**config.mk**
```make
export PLATFORM = sky130hd
export DESIGN_NAME = hack_rom_loader
export DESIGN_NICKNAME = d
export VERILOG_FILES = /design/src/rtl/hack_rom_loader.sv
export SDC_FILE = /design/constraint.sdc
export NUM_CORES = 1
export LEC_CHECK = 0
export ABC_AREA = 1
export CORE_ASPECT_RATIO = 1.75
export CORE_MARGIN = 5
export CORE_UTILIZATION = 41
export DETAILED_ROUTE_END_ITERATION = 8
export PLACE_DENSITY = 0.88
export SYNTH_ARGS = -nofsm -noshare
export SYNTH_HDL_FRONTEND = slang
export SYNTH_SLANG_ARGS = --single-unit
```
**constraint.sdc**
```tcl
create_clock -name clk_sys -period 2.6 [get_ports clk_sys]
set_clock_uncertainty 0.05 [all_clocks]
set_input_delay 0.65 -clock clk_sys [delete_from_list [all_inputs] [get_ports clk_sys]]
set_output_delay 0.65 -clock clk_sys [all_outputs]
set_load 0.05 [all_outputs]
```
**src/rtl/hack_rom_loader.sv**
```systemverilog
// Hack ROM port owner: muxes HPS .BIN download writes against CPU fetch and sequences CPU reset around loads.
// Fetch is combinational; each download write is registered once and commits next cycle with ioctl_wait high for that cycle. Optional HACK_LOADER_CKSUM_EN adds a running checksum.
module hack_rom_loader #(
  parameter int ADDR_W      = 15,
  parameter int DATA_W      = 16,
  parameter int HOLD_CYCLES = 16
) (
  input  logic              clk_sys,
  input  logic              reset,
  input  logic              ioctl_download,
  input  logic              ioctl_wr,
  input  logic [24:0]       ioctl_addr,
  input  logic [15:0]       ioctl_dout,
  output logic              ioctl_wait,
  input  logic [ADDR_W-1:0] pc,
  output logic [DATA_W-1:0] instruction,
  output logic [ADDR_W-1:0] rom_addr,
  output logic              rom_we,
  output logic [DATA_W-1:0] rom_wdata,
  input  logic [DATA_W-1:0] rom_rdata,
  output logic              cpu_reset,
  output logic [15:0]       words_loaded,
  output logic              load_error,
  output logic [15:0]       checksum
);

  localparam int CNT_W = $clog2(HOLD_CYCLES + 1);

  typedef enum logic [1:0] {
    HOLD = 2'd0,
    RUN  = 2'd1,
    LOAD = 2'd2
  } state_t;

  typedef struct packed {
    logic [ADDR_W-1:0] addr;
    logic [DATA_W-1:0] dat;
  } pend_t;

  state_t           state, state_nxt;
  logic [CNT_W-1:0] hold_cnt, cnt_nxt;
  logic             dl_q;
  logic             pend_vld;
  pend_t            pend;

  logic dl_rise;
  logic strobe;
  logic wr_err;
  logic wr_take;
  logic load_start;
  logic unused_bits;

  assign unused_bits = ioctl_addr[0];

  assign dl_rise = ioctl_download & ~dl_q;

  // The strobe on the cycle download is first seen low is still part of the
  // transfer (state is still LOAD); any other strobe with download low is ignored.
  assign strobe  = ioctl_wr & (ioctl_download | (state == LOAD));
  assign wr_err  = strobe & (pend_vld | (|ioctl_addr[24:16]));
  assign wr_take = strobe & ~wr_err;

  assign load_start = (state_nxt == LOAD) && (state != LOAD);

  always_comb begin
    state_nxt = state;
    cnt_nxt   = hold_cnt;
    case (state)
      HOLD: begin
        if (ioctl_download) begin
          state_nxt = LOAD;
        end else if (!pend_vld) begin
          // The trailing commit of a download finishes before the settle count starts.
          if (hold_cnt <= CNT_W'(1)) begin
            state_nxt = RUN;
            cnt_nxt   = '0;
          end else begin
            cnt_nxt = hold_cnt - CNT_W'(1);
          end
        end
      end
      RUN: begin
        if (dl_rise) begin
          state_nxt = LOAD;
        end
      end
      LOAD: begin
        if (!ioctl_download) begin
          state_nxt = HOLD;
          cnt_nxt   = CNT_W'(HOLD_CYCLES);
        end
      end
      default: begin
        state_nxt = HOLD;
        cnt_nxt   = CNT_W'(HOLD_CYCLES);
      end
    endcase
  end

  always_comb begin
    rom_we      = pend_vld;
    ioctl_wait  = pend_vld;
    rom_wdata   = pend.dat;
    rom_addr    = pend_vld ? pend.addr : pc;
    cpu_reset   = (state != RUN);
    instruction = (state == RUN) ? rom_rdata : '0;
  end

  always_ff @(posedge clk_sys or posedge reset) begin
    if (reset) begin
      state    <= HOLD;
      hold_cnt <= CNT_W'(HOLD_CYCLES);
      dl_q     <= 1'b0;
      pend_vld <= 1'b0;
      pend     <= '0;
    end else begin
      state    <= state_nxt;
      hold_cnt <= cnt_nxt;
      dl_q     <= ioctl_download;
      pend_vld <= wr_take;
      if (wr_take) begin
        pend.addr <= ioctl_addr[ADDR_W:1];
        pend.dat  <= DATA_W'(ioctl_dout);
      end
    end
  end

  always_ff @(posedge clk_sys or posedge reset) begin
    if (reset) begin
      words_loaded <= '0;
      load_error   <= 1'b0;
    end else begin
      if (load_start) begin
        words_loaded <= '0;
      end else if (pend_vld && (words_loaded != 16'hFFFF)) begin
        words_loaded <= words_loaded + 16'd1;
      end
      // A bad strobe in the entry cycle belongs to the new download, so it wins over the clear.
      if (wr_err) begin
        load_error <= 1'b1;
      end else if (load_start) begin
        load_error <= 1'b0;
      end
    end
  end

`ifdef HACK_LOADER_CKSUM_EN
  logic [15:0] cksum_q;

  always_ff @(posedge clk_sys or posedge reset) begin
    if (reset) begin
      cksum_q <= '0;
    end else if (load_start) begin
      cksum_q <= '0;
    end else if (pend_vld) begin
      cksum_q <= cksum_q + 16'(pend.dat);
    end
  end

  assign checksum = cksum_q;
`else
  assign checksum = 16'h0000;
`endif

endmodule

```
== Word level (Yosys, flattened, before mapping) ==
Index checks and enable logic that the tools add are counted.

* Reductions and logical operators: 7
* Muxes and demuxes: 17
* Add/subtract/negate cells: 2
* Bitwise operators: 9
* Eq/ne operators: 9
* Magnitude comparators: 1

{| class="wikitable"
|+ Operator list
! kind !! number
|-
| 2-to-1 mux 16 bit || 3
|-
| 2-to-1 mux 5 bit || 4
|-
| adder 16 x 1 -> 16 bit (second input constant) || 1
|-
| != test 16 bit (second input constant) || 1
|-
| 2-to-1 mux 15 bit || 1
|-
| one-hot mux 5 bit (3 select lines) || 1
|-
| 2-to-1 mux 2 bit || 5
|-
| OR reduction 9 bit || 1
|-
| != test 2 bit (second input constant) || 4
|-
| one-hot mux 2 bit (3 select lines) || 1
|-
| <= comparator 5 x 1 -> 1 bit (second input constant) || 1
|-
| subtractor 5 x 1 -> 5 bit (second input constant) || 1
|-
| bitwise AND 1 bit || 4
|-
| == test 2 bit (second input constant) || 2
|-
| AND reduction 4 bit || 1
|-
| nonzero test 2 bit || 2
|-
| inverter 1 bit || 3
|-
| == test 2 x 1 -> 1 bit (second input constant) || 1
|-
| logical AND 1 bit || 2
|-
| zero test 2 bit || 1
|-
| 2-to-1 mux 1 bit || 2
|-
| != test 2 x 1 -> 1 bit (second input constant) || 1
|-
| OR 1 bit || 2
|}

* Output and inout bits: 83
* Register bits after elaboration: 57
* Input bits: 76

== Logic depth before layout (Yosys ltp) ==
* Word-level depth: 9
* Mapped depth: 10

== Worst setup path before layout ==
No wires, ideal clock.

* Path type: register to output
* From: reg state[1]
* To: out instruction[10]
* Data required time: 1.900 ns
* Cell stages (with the launch flop): 5
* Arrival time: 1.780 ns
* Slack: 0.120 ns
* Cells stage by stage: dfrtp_1 inv_2 nand2_1 clkbuf_1 nor2_1

* Word-level cells in the longest chain between the ends: 2

{| class="wikitable"
|+ Ends and longest elaborated chain
! element !! line !! RTL
|-
| start, declared || 40 || <nowiki>state_t state, state_nxt;</nowiki>
|-
| start signal, assigned || 117 || <nowiki>state <= state_nxt;</nowiki>
|-
| == test 2 x 1 -> 1 bit || 106 || <nowiki>instruction = (state == RUN) ? rom_rdata : '0;</nowiki>
|-
| 2-to-1 mux 16 bit || 106 ||
|-
| end, declared || 16 || <nowiki>output logic [DATA_W-1:0] instruction,</nowiki>
|}

Every way passes these cells.

== Worst setup path after layout ==
Ends and elaborated chain as after synthesis.

==> results.py <==
metrics = {
    "layout": {
        "fillers": 639,
        "nNetsFinal": 670,
        "antenna_cells": 0,
        "drive_above_1_share": 0.1208,
        "syn2layout_area_growth_pct": 52.85,
    },
    "logic_synthesis": {
        "avgSynthCellArea_um2": 7.133,
        "synth-edff-count": 0,
        "async_flop_share": 1.000,
        "synth_cell_types": 33,
        "ys_ff_latch": 57,
        "netlist_area_um2": 3317,
        "synth_area_leader_cell": "dfrtp_1",
        "synthCells": 465,
        "yosysWarnings": 0,
        "synthTopCellsByArea": "dfrtp_1, nand2_1, buf_4, nor2_1, inv_1",
        "synth_ff_type": "dfrtp_1",
        "synth.top_cell.area_share": 0.4225,
        "ys_seq_area_frac": 0.4304,
    },
    "critical_path": {
        "crit_cells": 4,
        "critPathLaunch": "state[1]",
        "end_kind": "primary output",
        "r2r_start": "words_loaded[0]",
        "crit_fanout": 18,
        "slowest_delay_ns": 0.41,
        "cp_cell_sequence": "inv_2, nand2_1, nor2_1, buf_12",
        "crit_arrival_ns": 1.70,
        "critPathKind": "reg2out",
        "ff2ff_setup_slack_ns": 0.74,
        "reg2reg_depth": 9,
        "cp_num_buf_inv": 2,
        "startpoint_type": "flip-flop",
        "cp-endpoint": "instruction[10]",
        "cp_slowest_cell": "dfrtp_1",
        "path_delay_family": "simple AND/OR/NAND/NOR gates",
        "r2r_end": "words_loaded[2]",
        "required_ns": 1.90,
    },
    "global_route": {
        "grt_usage": 0.1933,
        "grt_antenna_before_repair": 0,
        "grtUsageMet2": 0.3575,
        "busiest_layer": "met2",
        "grt_pass1_vias": 3437,
        "grt_max_degree": 33,
        "grtUsageMet1": 0.2017,
        "grt_remaining_overflow": 0,
        "grt_first_pass_wirelength_um": 15600,
        "met3_usage": 0.05112,
    },
    "power": {
        "max-vdd-ir-drop_uv": 413.2,
        "p_leak_uw": 0.002569,
        "powerDensity_nw_per_um2": 598.5,
    },
    "floorplanning": {
        "ios": 159,
        "dieArea_um2": 10060,
        "die_y_um": 129.0,
        "start_util": 0.4194,
        "core_um2": 7909,
        "row_count": 43,
        "die_w_um": 77.99,
    },
    "timing": {
        "period_share": 0.9249,
        "fin_hold_ws_ns": 0.4289,
        "setup_violations": 0,
        "max-slew-margin-rel": 0.6344,
        "worst_pin_slew_ns": 0.5470,
        "slew_violations": 0,
        "min_period_ns": 2.405,
        "fin_tns_setup_ns": 0,
        "hold_violations": 0,
        "rsz0062_at_grt": "false",
        "fmax_mhz": 415.8,
    },
    "clock_tree": {
        "cts_hold_buf": 0,
        "cts_max_level": 3,
        "cts_resized": 0,
        "cts_tree": "yes",
        "worstSkewPairLatency_ns": 0.32,
        "cts_root_buf": "clkbuf_16",
        "clock-sinks": 57,
        "clk_pin_slew_ns": 0.05,
        "postCtsSetupBuffers": 0,
        "cts-buffers-inserted": 9,
        "cts_buffer_depth": 2,
    },
    "detailed_routing": {
        "drt-wirelength-per-cell_um": 14.16,
        "ant_nets": 0,
        "dr_total_vias": 3335,
        "first_pass_iters": 4,
        "drt_iter0_markers": 157,
        "routed_wl_um": 9717,
        "via_per_inst": 4.862,
        "drc": 0,
    },
    "placement": {
        "place_congestion": 0.9301,
        "dp_hpwl_um": 7578,
        "port_buffers": 141,
    },
    "worst_hold_path": {
        "hold_path.class": "reg2reg",
    },
    "run_status": {
        "status": "complete, no violations",
    },
    "job": {
        "max-cap-violations": 0,
    },
}
==> sequential cells by signal (all words and copies together), names as in the netlist <==
signal	cells
dl_q	1
pend	15
rom_wdata	16
state	2
hold_cnt	5
load_error	1
words_loaded	16
ioctl_wait	1
==> worst min-delay path, stage by stage (launching register included) <==
cell and delay, ns:
dfrtp_1 0.34, nand2_1 0.06, nand2_1 0.05
==> final cells by class <==
cell class / count / area (um^2) / area share
multi-input combinational: 340 / 1493 / 0.2944
clock buffer: 9 / 225.2 / 0.04442
inverter: 37 / 140.1 / 0.02764
sequential: 57 / 1428 / 0.2816
clock inverter: 7 / 95.09 / 0.01876
tap: 90 / 112.6 / 0.02221
timing repair buffer: 146 / 1577 / 0.3110
==> worst min path at each step <==
stage / startpoint / endpoint / slack, ns / cells after the start
CTS: load_error / load_error / 0.43 / 2
finish: load_error / load_error / 0.43 / 2
global placement: rom_wdata[1] / rom_wdata[1] / 0.41 / 2
global route: pend[28] / pend[28] / 0.44 / 2
detailed placement: rom_wdata[11] / rom_wdata[11] / 0.41 / 2
floorplan: pend[16] / pend[16] / 0.40 / 2
==> layout by cell type, fill, tap and decap left out, types with 2 or more instances in the layout <==
cell	n
a21oi_1	2
buf_12	17
buf_4	22
bufinv_16	2
clkbuf_16	9
clkdlybuf4s50_1	107
clkinv_2	2
clkinvlp_4	4
conb_1	16
dfrtp_1	56
ha_1	3
inv_1	30
inv_2	6
nand2_1	214
nand3_1	12
nand4_1	14
nor2_1	46
nor2_4	2
nor2_8	2
o21ai_0	6
o21ai_1	4
o21bai_1	2
xor2_1	6
==> cell families after synthesis <==
group | after synthesis | synth area share
and+or+nand+nor | 296 | 0.3712
buffers and inverters | 83 | 0.1366
DFF | 57 | 0.4304
AOI/OAI and AO/OA | 18 | 0.03094
xor gates and xnor gates | 7 | 0.01848
adders and majority gates | 3 | 0.01132
other | 1 | 0.001131
==> report_power, final <==
group	leakage, uW	internal [uW]	switching, uW
combinational	0.00165	291	461
sequential	0.000776	963	75.9
clock	0.000144	835	407
==> routing by layer <==
metal / vias up / wire length (um)
met4: 0 / 210
li1: 1625 / -
met3: 20 / 671
met1: 1543 / 3489
met5: - / 0
met2: 147 / 5345
==> Yosys cell counts (all sizes together) (2+ instances only) <==
library cell and instances:
nand2 216, dfrtp 56, nor2 51, buf 41
inv 36, nand4 14, nand3 13, o21ai 10
xor2 6, clkbuf 5, ha 3, a21oi 2
o21bai 2
==> through the flow <==
stage | total power, uW | std cells | utilization | area [um^2] | worst slack (ns)
finish | 3034 | 686 | 0.6410 | 5070 | 0.1951
global route | 3159 | 686 | 0.6410 | 5070 | 0.08936
CTS | 3055 | 686 | 0.6410 | 5070 | 0.1881
detailed placement | 1800 | 670 | 0.6005 | 4750 | 0.3015
global placement | 1770 | 670 | 0.6005 | 4750 | 0.3275
floorplan | 1532 | 480 | - | 3373 | 0.1200
Note: power is estimated with default switching activity, not from simulation.
